[src/rtl/gpio_pin_pkg.sv]
// ============================================================================
// Module      : gpio_pin_pkg
// Description : Shared types and constants for the GPIO pin controller:
//               input-filter state encoding, drive-mode codes and the
//               debounce counter width helper.
// Revision    : 1.0 - initial release
// ============================================================================
`default_nettype none

package gpio_pin_pkg;

  // Input filter states: settled on in_val, or qualifying a candidate change
  typedef enum logic [0:0] {
    STABLE  = 1'b0,
    QUALIFY = 1'b1
  } filt_state_e;

  // Values of od_mode
  localparam logic PUSH_PULL  = 1'b0;
  localparam logic OPEN_DRAIN = 1'b1;

  // Bits needed to count from 0 up to and including max_count
  function automatic int cnt_width(input int max_count);
    return (max_count < 1) ? 1 : $clog2(max_count + 1);
  endfunction

endpackage

`default_nettype wire

[src/rtl/gpio_pin_sync.sv]
// ============================================================================
// Module      : gpio_pin_sync
// Description : SYNC_STAGES-deep flop chain bringing the asynchronous pad
//               level into the HCLK domain. Flops reset to 0.
// Revision    : 1.0 - initial release
// ============================================================================
`default_nettype none

module gpio_pin_sync #(
  parameter int SYNC_STAGES = 2
) (
  input  logic clk_i,
  input  logic rst_ni,
  input  logic d_i,
  output logic q_o
);

  logic [SYNC_STAGES-1:0] sync_q;

  // Shift the raw level through the chain; bit 0 is the metastability catcher
  always_ff @(posedge clk_i or negedge rst_ni) begin
    if (!rst_ni) begin
      sync_q <= '0;
    end else begin
      sync_q <= {sync_q[SYNC_STAGES-2:0], d_i};
    end
  end

  assign q_o = sync_q[SYNC_STAGES-1];

endmodule

`default_nettype wire

[src/rtl/gpio_pin_ctrl.sv]
// ============================================================================
// Module      : gpio_pin_ctrl
// Description : Single GPIO pin: registered push-pull / open-drain pad drive,
//               synchronized (optionally debounced) input, edge pulses and a
//               sticky edge interrupt.
//               Build option GPIO_PIN_DEBOUNCE_EN: when defined, a
//               DEBOUNCE_CYCLES qualification filter sits between the
//               synchronizer and in_val; when undefined, in_val is the last
//               synchronizer stage and DEBOUNCE_CYCLES has no effect.
// Revision    : 1.0 - initial release
// ============================================================================
`default_nettype none

module gpio_pin_ctrl
  import gpio_pin_pkg::*;
#(
  parameter int DEBOUNCE_CYCLES = 16,
  parameter int SYNC_STAGES     = 2
) (
  input  logic       HCLK,
  input  logic       HRESETn,
  input  logic       out_val,
  input  logic       out_en,
  input  logic       od_mode,
  input  logic       pin_i,
  output logic       pin_o,
  output logic       pin_t,
  output logic       in_val,
  output logic       rise_evt,
  output logic       fall_evt,
  input  logic [1:0] irq_en,
  input  logic       irq_clr,
  output logic       irq
);

  // Reject illegal configurations at elaboration time
  if ((DEBOUNCE_CYCLES < 1) || (DEBOUNCE_CYCLES > 65535)) begin : g_bad_debounce
    $error("gpio_pin_ctrl: DEBOUNCE_CYCLES must be 1..65535");
  end
  if ((SYNC_STAGES < 2) || (SYNC_STAGES > 4)) begin : g_bad_sync
    $error("gpio_pin_ctrl: SYNC_STAGES must be 2..4");
  end

  logic sync_w;
  logic filt_w;
  logic pin_o_d, pin_o_q;
  logic pin_t_d, pin_t_q;
  logic in_prev_q;
  logic rise_q, fall_q, irq_q;
  logic irq_set_w;

  // --------------------------------------------------------------------------
  // Pad drive. Open-drain forces pin_o low and only ever releases the pad,
  // so a mode change lands on one edge with no pin_o=1/pin_t=0 overlap.
  // --------------------------------------------------------------------------
  // Select drive values for the current mode
  always_comb begin
    pin_o_d = out_val;
    pin_t_d = ~out_en;
    case (od_mode)
      PUSH_PULL: begin
        pin_o_d = out_val;
        pin_t_d = ~out_en;
      end
      OPEN_DRAIN: begin
        pin_o_d = 1'b0;
        pin_t_d = ~(out_en & ~out_val);
      end
    endcase
  end

  // Register the pad drive; reset releases the pad
  always_ff @(posedge HCLK or negedge HRESETn) begin
    if (!HRESETn) begin
      pin_o_q <= 1'b0;
      pin_t_q <= 1'b1;
    end else begin
      pin_o_q <= pin_o_d;
      pin_t_q <= pin_t_d;
    end
  end

  // --------------------------------------------------------------------------
  // Input path
  // --------------------------------------------------------------------------
  gpio_pin_sync #(
    .SYNC_STAGES (SYNC_STAGES)
  ) u_sync (
    .clk_i  (HCLK),
    .rst_ni (HRESETn),
    .d_i    (pin_i),
    .q_o    (sync_w)
  );

`ifdef GPIO_PIN_DEBOUNCE_EN
  localparam int                CNT_W   = cnt_width(DEBOUNCE_CYCLES);
  localparam logic [CNT_W-1:0]  CNT_MAX = CNT_W'(DEBOUNCE_CYCLES);
  localparam logic [CNT_W-1:0]  CNT_ONE = CNT_W'(1);

  filt_state_e      state_q;
  logic [CNT_W-1:0] cnt_q;
  logic             filt_q;

  // Qualify a candidate level for DEBOUNCE_CYCLES consecutive cycles; the
  // counter is loaded 1 on the first differing cycle and in_val flips on the
  // edge where it would reach DEBOUNCE_CYCLES, so it never wraps
  always_ff @(posedge HCLK or negedge HRESETn) begin
    if (!HRESETn) begin
      state_q <= STABLE;
      cnt_q   <= '0;
      filt_q  <= 1'b0;
    end else begin
      case (state_q)
        STABLE: begin
          if (sync_w != filt_q) begin
            if (CNT_MAX == CNT_ONE) begin
              filt_q <= sync_w;
            end else begin
              state_q <= QUALIFY;
              cnt_q   <= CNT_ONE;
            end
          end
        end
        QUALIFY: begin
          if (sync_w == filt_q) begin
            state_q <= STABLE;
            cnt_q   <= '0;
          end else if (cnt_q == (CNT_MAX - CNT_ONE)) begin
            filt_q  <= sync_w;
            state_q <= STABLE;
            cnt_q   <= '0;
          end else begin
            cnt_q <= cnt_q + CNT_ONE;
          end
        end
      endcase
    end
  end

  assign filt_w = filt_q;
`else
  assign filt_w = sync_w;
`endif

  // --------------------------------------------------------------------------
  // Edge pulses and sticky interrupt
  // --------------------------------------------------------------------------
  assign irq_set_w = (rise_q & irq_en[0]) | (fall_q & irq_en[1]);

  // Pulse one cycle after in_val changes; irq set has priority over clear
  always_ff @(posedge HCLK or negedge HRESETn) begin
    if (!HRESETn) begin
      in_prev_q <= 1'b0;
      rise_q    <= 1'b0;
      fall_q    <= 1'b0;
      irq_q     <= 1'b0;
    end else begin
      in_prev_q <= filt_w;
      rise_q    <= filt_w & ~in_prev_q;
      fall_q    <= ~filt_w & in_prev_q;
      irq_q     <= irq_set_w | (irq_q & ~irq_clr);
    end
  end

  assign pin_o    = pin_o_q;
  assign pin_t    = pin_t_q;
  assign in_val   = filt_w;
  assign rise_evt = rise_q;
  assign fall_evt = fall_q;
  assign irq      = irq_q;

endmodule

`default_nettype wire

[config.mk]
export PLATFORM = sky130hd
export DESIGN_NAME = gpio_pin_ctrl
export DESIGN_NICKNAME = d
export VERILOG_FILES = /design/src/rtl/gpio_pin_pkg.sv /design/src/rtl/gpio_pin_sync.sv /design/src/rtl/gpio_pin_ctrl.sv
export SDC_FILE = /design/constraint.sdc
export NUM_CORES = 1
export LEC_CHECK = 0
export BUFFER_PORTS_ARGS = -buffer_cell sky130_fd_sc_hd__buf_2
export CORE_AREA = 2 2 39 41
export CTS_CLUSTER_SIZE = 12
export DETAILED_ROUTE_END_ITERATION = 8
export DIE_AREA = 0 0 41 43
export GPL_ROUTABILITY_DRIVEN = 0
export PLACE_DENSITY = 0.44
export SLEW_MARGIN = 10
export SYNTH_ARGS = -nofsm -noshare
export SYNTH_HDL_FRONTEND = slang
export SYNTH_HIERARCHICAL = 1
export SYNTH_SLANG_ARGS = --single-unit
[constraint.sdc]
create_clock -name HCLK -period 0.8 [get_ports HCLK]
set_input_delay 0.24 -clock HCLK [delete_from_list [all_inputs] [get_ports HCLK]]
set_output_delay 0.24 -clock HCLK [all_outputs]
set_load 0.01 [all_outputs]
Word-level counts from Yosys, hierarchy flattened
Index checks and enable logic that the tools add are counted.

Register bits: 8. Logic and storage cells: 24.

Mux-type cells: 2. Bitwise logic cells: 15.

Operators with widths (number): $not A1 Y1 (7); $and A1 B1 Y1 (6); $pmux W1 S2 (2); $or A1 B1 Y1 (2).

Depth between registers and ports, before layout
Gate-level depths: netlist (run 1).

Depth in word-level cells: 4. Depth in mapped cells: 2. Depth with buffers taken out: 2.

Hierarchy
Netlist (run 1), hierarchy kept.

By module, submodules not included: gpio_pin_ctrl (times used 1, cells each 14, area an instance 193.9 um2); gpio_pin_sync (times used 1, cells each 2, area an instance 50.0 um2).

Worst setup path after synthesis (run 1)
No wires, ideal clock.

Kind: register -> register. Start: register rise_q (netlist: rise_evt). End: register irq_q (netlist: irq). Arrival: 637 ps. Data required time: 673 ps. Setup slack: 37 ps. Cell stages (with the launch flop): 3. Path buffers: 0. Clock period less this slack: 763 ps. Cell sequence: dfrtp_1 -> a22oi_1 -> o21ai_1.

Word-level cells in the longest chain between the ends: 3.

RTL lines: start, declared (RTL line gpio_pin_ctrl.sv:49) `logic rise_q, fall_q, irq_q;`; start signal, assigned (RTL line gpio_pin_ctrl.sv:159) `rise_q <= filt_w & ~in_prev_q;`; $and A1 B1 Y1 (RTL line gpio_pin_ctrl.sv:148) `assign irq_set_w = (rise_q & irq_en[0]) | (fall_q & irq_en[1]);`; $or A1 B1 Y1 (RTL line gpio_pin_ctrl.sv:148); $or A1 B1 Y1 (RTL line gpio_pin_ctrl.sv:161) `irq_q <= irq_set_w | (irq_q & ~irq_clr);`; end signal, assigned (RTL line gpio_pin_ctrl.sv:161); end, declared (RTL line gpio_pin_ctrl.sv:49).

Every way passes these cells.

Worst setup path after layout (run 1)
Start: register pin_t_q (netlist: pin_t). End: output port pin_t.

RTL lines: start, declared (RTL line gpio_pin_ctrl.sv:47) `logic pin_t_d, pin_t_q;`; start signal, assigned (RTL line gpio_pin_ctrl.sv:79) `pin_t_q <= pin_t_d;`; end, declared (RTL line gpio_pin_ctrl.sv:27) `output logic pin_t,`.

No word-level cell between the ends.

==> metrics.md, run 1 <==
| Metric | Value |
|---|---|
| Initial DRC count | 1 |
| Reg power frac | 0.496 |
| CP Cell Sequence | buf_6 |
| Syn nets | 25 |
| Worst reg-to-reg path cell count | 3 |
| Mapped Avg Cell Area | 15.2 µm² |
| VDD IR max | 0.000824 V |
| Hold Path Origin | pin_i |
| Yosys reg bits | 8 |
| Fill cell count | 148 |
| Largest net degree at the start of global routing | 9 |
| Status | finished, violations left |
| Max Cap Violations | 0 |
| Critical path type | reg2out |
| Vias in the first global route | 227 |
| Internal power | 686 µW |
| Via/cell ratio | 3.83 |
| WP buf/inv | 1 |
| Area occupied by multi-input gates | 43.8 µm² |
| Leading area contributor after synthesis | dfrtp_1 |
| Clk slew on worst S/H paths | 0.05 ns |
| Final worst-path setup slack | -0.308 ns |
| 1st-pass router iterations | 2 |
| Synth warn | 6 |
| Reg-to-reg slack, setup | -0.02 ns |
| H-Tree Depth | 1 |
| Die area | 1760 µm² |
| Final layout net count | 48 |
| Final ANT Viol Nets | 0 |
| Failing checks | setup timing |
| Minimum clock period | 1.11 ns |
| RSZ-0062 raised after global routing | yes |
| Gr usage total | 0.0862 |
| DRC viols | 0 |
| Synth unique cells | 7 |
| Drt wl/cell | 9.93 µm |
| Comb power frac | 0.119 |
| Final Hold Viols | 0 |
| # port buffers | 14 |
| Final Setup Violations | 7 |
| Buffer levels on the longest clock path | 2 |
| CTS buffer count | 3 |
| WP data arrival | 0.87 ns |
| Worst path slowest cell | dfstp_2 |
| Post-synthesis cell area | 244 µm² |
| F_max | 902 MHz |
| Worst r2r src | fall_evt$_DFF_PN0_ |
| Drt total wl | 536 µm |
| Worst hold endpoint | u_sync/sync_q[0]$_DFF_PN0_ |
| CP peak stage delay | 0.53 ns |
| Max Slew Vio Count | 0 |
| Switching Share | 0.232 |
| Storage element area | 201 µm² |
| Hpwl dp | 384 µm |
| Row cnt | 14 |
| Vias | 207 |
| Slew headroom | 0.884 |
| CP startpoint kind | flip-flop |
| First-pass GRT wire length | 903 µm |
| Critical path required time | 0.56 ns |
| Share of post-route cells with drive strength above 1 | 0.579 |
| Min Hold Slack | 0.0946 ns |
| CP Capture Type | primary output |
| Place WS | -0.0444 ns |
| Starting Density | 0.176 |
| Ant diodes | 0 |
| Clk Latency, worst-skew pair | 0.26 ns |
| Core footprint | 1380 µm² |
| Total gr overflow | 0 |
| Boundary Pins | 15 |
| Top cell type's share of synthesized area | 0.718 |
| Top post-synthesis cells by area | dfrtp_1 72%, dfstp_2 11%, nor2b_1 7.7% |
| CTS sink count | 8 |
| Clock power share | 0.385 |
| Die width | 41 µm |
| Hold Path Depth | 1 |
| Hold Path Class | in2reg |
| CTS root buf | clkbuf_4 |
| Worst Path Max Fanout | 1 |
| RR Endpoint | irq$_DFF_PN0_ |
| Power Density | 2130 nW/µm² |
| Switching Power | 208 µW |
| CTS tree | yes |
| Final critical-path share of the clock period | 1.39 |
| Leak | 0.000214 µW |
| Cell family with most CP delay | flip-flops |
| Die H | 43 µm |
| Worst Skew | 0.0125 ns |
| Area Growth Syn to Fin | 72.3% |
| Sequential-to-total area share from yosys stat | 0.826 |
| Initial antenna violation count | 0 |
| Critical Path Start | pin_t$_DFF_PN1_ |
| Least-Margin Pin Slew | 0.174 ns |
| Post-synthesis cell count | 16 |
[worst max-delay path by stage]
stage                     to  cells after the start
4_1_cts                pin_t                      1
5_1_grt                pin_t                      1
3_3_place_gp           pin_t                      1
3_5_place_dp           pin_t                      1
2_1_floorplan  irq$_DFF_PN0_                      2
6_report               pin_t                      1
[registers in the layout, indices dropped and copies added, names as in the netlist]
| register | flops |
|---|---|
| pin_o | 1 |
| u_sync/sync_q | 2 |
| pin_t | 1 |
| irq | 1 |
| fall_evt | 1 |
| rise_evt | 1 |
| in_prev_q | 1 |
[power groups by stage]
stage | logic [µW] | registers [µW] | clock network, µW
2_1_floorplan | 13.9 | 459 | 0
3_3_place_gp | 70.2 | 447 | 0
3_5_place_dp | 74.6 | 449 | 0
4_1_cts | 103 | 443 | 353
5_1_grt | 120 | 447 | 382
6_report | 107 | 444 | 344
[layout make-up]
| cell class | instances | share of cell area |
|---|---|---|
| well taps | 16 | 0.0476 |
| repair buffers | 18 | 0.298 |
| inverters | 1 | 0.00893 |
| flip-flops and latches | 8 | 0.479 |
| clock buffers | 4 | 0.0625 |
| multi-input cells | 7 | 0.104 |
[layout by cell type (no fill, tap or decap), drive strengths merged]
master,instances
dfstp,1
nand2,2
a22oi,1
nor2b,3
inv,1
buf,17
o21ai,1
dfrtp,7
dlygate4sd3,1
clkbuf,4
[timing repair]
item,4_1_cts,5_1_grt
hold buffers,1,0
endpoints found under the setup margin,7,7
pin swaps,1,0
buffers inserted,3,0
resized for setup,3,2
endpoints found under the hold margin,7,0
[synthesized netlist by cell type]
master and number:
nand2_1 2, dfrtp_1 7, nor2b_1 3, o21ai_1 1, a22oi_1 1, dfstp_2 1
inv_1 1
[cell families (layout without fill, tap and decap cells)]
kind of cell           after synthesis  after routing  share of synthesized area
DFF                                  8              8                      0.826
buffers and inverters                1             23                     0.0154
and+or+nand+nor                      5              5                      0.108
AOI/OAI and AO/OA                    2              2                     0.0513
[layer usage]
layer / GRT usage / vias to the layer above / routed length, µm
met5: 0 / - / 0
met4: 0.0400 / 0 / 0
met3: 0.0995 / 0 / 98
met2: 0.116 / 18 / 255
met1: 0.0764 / 96 / 182
li1: - / 93 / -
[per-stage QoR]
step	instances	TNS (ns)	util	instance area (µm²)	total power, µW
after detailed placement	46	-0.0444	0.241	334	524
after CTS	54	-1.48	0.295	408	898
after global placement	46	-0.0500	0.241	334	517
after floorplan	16	0	-	244	472
final	54	-1.39	0.304	420	894
after global routing	54	-1.68	0.304	420	949
Power figures use the tool's default switching activity.
==> inputs of run 2 (changes only) <==
Settings changed: ABC_AREA set to 1, PLACE_DENSITY 0.44 to 0.46.
Clock period 0.8 ns to 1 ns, I/O delays scaled along.
==> run 2 against run 1 <==
Against the previous run:
- the run still ends with setup timing left
- critical path depth unchanged
- clock power down 23%
- global-route usage down 2.0 points
- wire length down 14%
- critical path type unchanged
- critical endpoint unchanged
- largest cell class unchanged
- largest power group unchanged
==> metrics.md, run 2 <==
| Metric | Value |
|---|---|
| Status | finished, violations left |
| Gr usage total | 0.0661 (-0.0201) |
| Die H | 43 µm (unchanged) |
| Initial antenna violation count | 0 (unchanged) |
| Initial DRC count | 0 (-1) |
| Largest net degree at the start of global routing | 9 (unchanged) |
| Total gr overflow | 0 (unchanged) |
| Commonest cells in the netlist | 7 x dfrtp_1, 5 x nand2_1, 4 x inv_1 |
| Synth warn | 6 (unchanged) |
| Worst Skew | 0.0126 ns (+0.0000658 ns) |
| Starting Density | 0.182 (+0.00542) |
| Commonest non-fill, non-tap cell in the layout | buf_2 |
| Final worst-path setup slack | -0.158 ns (+0.150 ns) |
| Share of post-route cells with drive strength above 1 | 0.488 (-0.0906) |
| Hold Path Depth | 1 (unchanged) |
| Syn nets | 30 (+20%) |
| Worst hold endpoint | u_sync/sync_q[0]$_DFF_PN0_ |
| Leak | 0.000233 µW (+9.1%) |
| Core footprint | 1380 µm² (unchanged) |
| Critical path required time | 0.70 ns (+0.14 ns) |
| Switching Power | 154 µW (-26%) |
| Final layout net count | 53 (+10%) |
| EDFF count, synth | 0 (unchanged) |
| First-pass GRT wire length | 690 µm (-24%) |
| Post-synthesis cell count | 21 (+5) |
| DRC viols | 0 (unchanged) |
| Vias | 208 (+0.48%) |
| Async set-reset flop share out of synthesis | 1.00 (unchanged) |
| Final critical-path share of the clock period | 1.16 |
| Yosys reg bits | 8 (unchanged) |
| Main flop type after synthesis | dfrtp_1 |
| CP Capture Type | primary output |
| Most frequent cells in the layout | 12 x buf_2, 7 x dfrtp_1, 5 x nand2_1, 4 x inv_1 |
| Post-synthesis cell area | 251 µm² (+3.1%) |
| Top cell type's share of synthesized area | 0.697 (-0.0214) |
| Row cnt | 14 (unchanged) |
| Final ANT Viol Nets | 0 (unchanged) |
| Reg power frac | 0.510 (+0.014) |
| Area Growth Syn to Fin | 64.2% |
| 1st-pass router iterations | 1 (-1) |
| Minimum clock period | 1.16 ns |
| CTS sink count | 8 (unchanged) |
| VDD IR max | 0.000667 V (-19%) |
| CTS root buf | clkbuf_4 |
| F_max | 863 MHz |
| Least-Margin Pin Slew | 0.174 ns (-0.000434 ns) |
| Ant diodes | 0 (unchanged) |
| CTS tree | yes |
| Worst Path Max Fanout | 1 (unchanged) |
| Via/cell ratio | 3.53 (-8.0%) |
| Reg-to-reg slack, setup | 0.12 ns (+0.14 ns) |
| Critical path type | reg2out |
| Final Hold Viols | 0 (unchanged) |
| Leading area contributor after synthesis | dfrtp_1 |
| # port buffers | 14 (unchanged) |
| Hold Path Origin | pin_i |
| Comb power frac | 0.108 (-0.011) |
| Failing checks | setup timing |
| RSZ-0062 raised after global routing | yes |
| Clk Latency, worst-skew pair | 0.26 ns (about the same) |
| Die area | 1760 µm² (unchanged) |
| Drt wl/cell | 7.80 µm (-21%) |
| WP buf/inv | 1 (unchanged) |
| Vias in the first global route | 178 (-22%) |
| Buffer levels on the longest clock path | 2 (unchanged) |
| CP startpoint kind | flip-flop |
| Cell with the most instances after synthesis | dfrtp_1 |
| Synth unique cells | 6 (-1) |
| CTS buffer count | 3 (unchanged) |
| Worst path slowest cell | dfstp_2 |
| Final Setup Violations | 6 (-1) |
| RR Endpoint | irq$_DFF_PN0_ |
| Sequential-to-total area share from yosys stat | 0.801 (-0.0246) |
| Drt total wl | 460 µm (-14%) |
| Slew headroom | 0.884 (about the same) |
| Hold Path Class | in2reg |
| Mapped Avg Cell Area | 12.0 µm² (-21%) |
| Final Total Pwr | 694 µW (-22%) |
| Final non-filler cell total | 59 (+9.3%) |
| Power Density | 1680 nW/µm² (-21%) |
| Max reg flops | 2 (unchanged) |
| Internal power | 540 µW (-21%) |
| Max Slew Vio Count | 0 (unchanged) |
| Fill cell count | 152 (+2.7%) |
| Worst reg-to-reg path cell count | 4 (+1) |
| CP Cell Sequence | buf_6 |
| Clk slew on worst S/H paths | 0.05 ns (about the same) |
| Largest Register | u_sync/sync_q |
| WP data arrival | 0.86 ns (about the same) |
| Boundary Pins | 15 (unchanged) |
| Place WS | 0.0912 ns (+0.136 ns) |
| Top post-synthesis cells by area | dfrtp_1 70%, dfstp_2 10%, nand2_1 7.5% |
| H-Tree Depth | 1 (unchanged) |
| CP peak stage delay | 0.52 ns (about the same) |
| Clock power share | 0.382 (-0.003) |
| Post-Place Cells | 51 (+11%) |
| Cell family with most CP delay | flip-flops |
| Worst r2r src | fall_evt$_DFF_PN0_ |
| Max Cap Violations | 0 (unchanged) |
| Switching Share | 0.221 (-0.0111) |
| Die width | 41 µm (unchanged) |
run 2: cell families after synthesis:
| logic type | Yosys count | share of synthesized area |
|---|---|---|
| simple gates | 9 | 0.139 |
| flops | 8 | 0.801 |
| buf+inv | 4 | 0.0597 |
run 2: layer usage:
metal / global-route usage / vias to the layer above / share of wire
li1: - / 103 / -
met1: 0.0671 / 88 / 0.44
met2: 0.0781 / 17 / 0.37
met3: 0.0890 / 0 / 0.19
met4: 0.0200 / 0 / 0
met5: 0 / - / 0
run 2: timing repair:
item	CTS	global route
setup endpoints to repair	6	6
buffers inserted	2	1
resized for setup	1	1
endpoints found under the hold margin	7	0
cloned	0	0
hold buffers	1	0
run 2: worst max path at each step:
stage	end	cells after the start	start	slack (ns)
5_1_grt	pin_t	1	pin_t$_DFF_PN1_	-0.19
4_1_cts	pin_t	1	pin_t$_DFF_PN1_	-0.17
2_1_floorplan	pin_t	0	pin_t$_DFF_PN1_	0.18
3_3_place_gp	pin_t	1	pin_t$_DFF_PN1_	0.09
3_5_place_dp	pin_t	1	pin_t$_DFF_PN1_	0.09
6_report	pin_t	1	pin_t$_DFF_PN1_	-0.16
run 2: power groups by stage:
| stage | clock network (µW) | logic (µW) | registers (µW) |
|---|---|---|---|
| 4_1_cts | 281 | 72.3 | 353 |
| 5_1_grt | 298 | 87.1 | 355 |
| 3_5_place_dp | 0 | 58.8 | 359 |
| 3_3_place_gp | 0 | 58.1 | 359 |
| 2_1_floorplan | 0 | 11.5 | 367 |
| 6_report | 265 | 75.2 | 354 |
run 2: layout make-up:
cell class,instances,area (µm²),share of cell area
Clock buffer,4,26.3,0.0636
Sequential cell,8,201,0.488
Timing Repair Buffer,18,115,0.279
Inverter,4,15.0,0.0364
Multi-Input combinational cell,9,35.0,0.0848
Tap cell,16,20.0,0.0485
run 2: metrics by stage:
stage	hold slack [ns]	area, µm²	setup TNS [ns]	utilization
5_1_grt	0.148	413	-0.657	0.298
2_1_floorplan	0.00441	251	0	-
4_1_cts	0.145	399	-0.555	0.288
3_3_place_gp	0.150	342	0	0.247
6_report	0.157	413	-0.460	0.298
3_5_place_dp	0.149	342	0	0.247
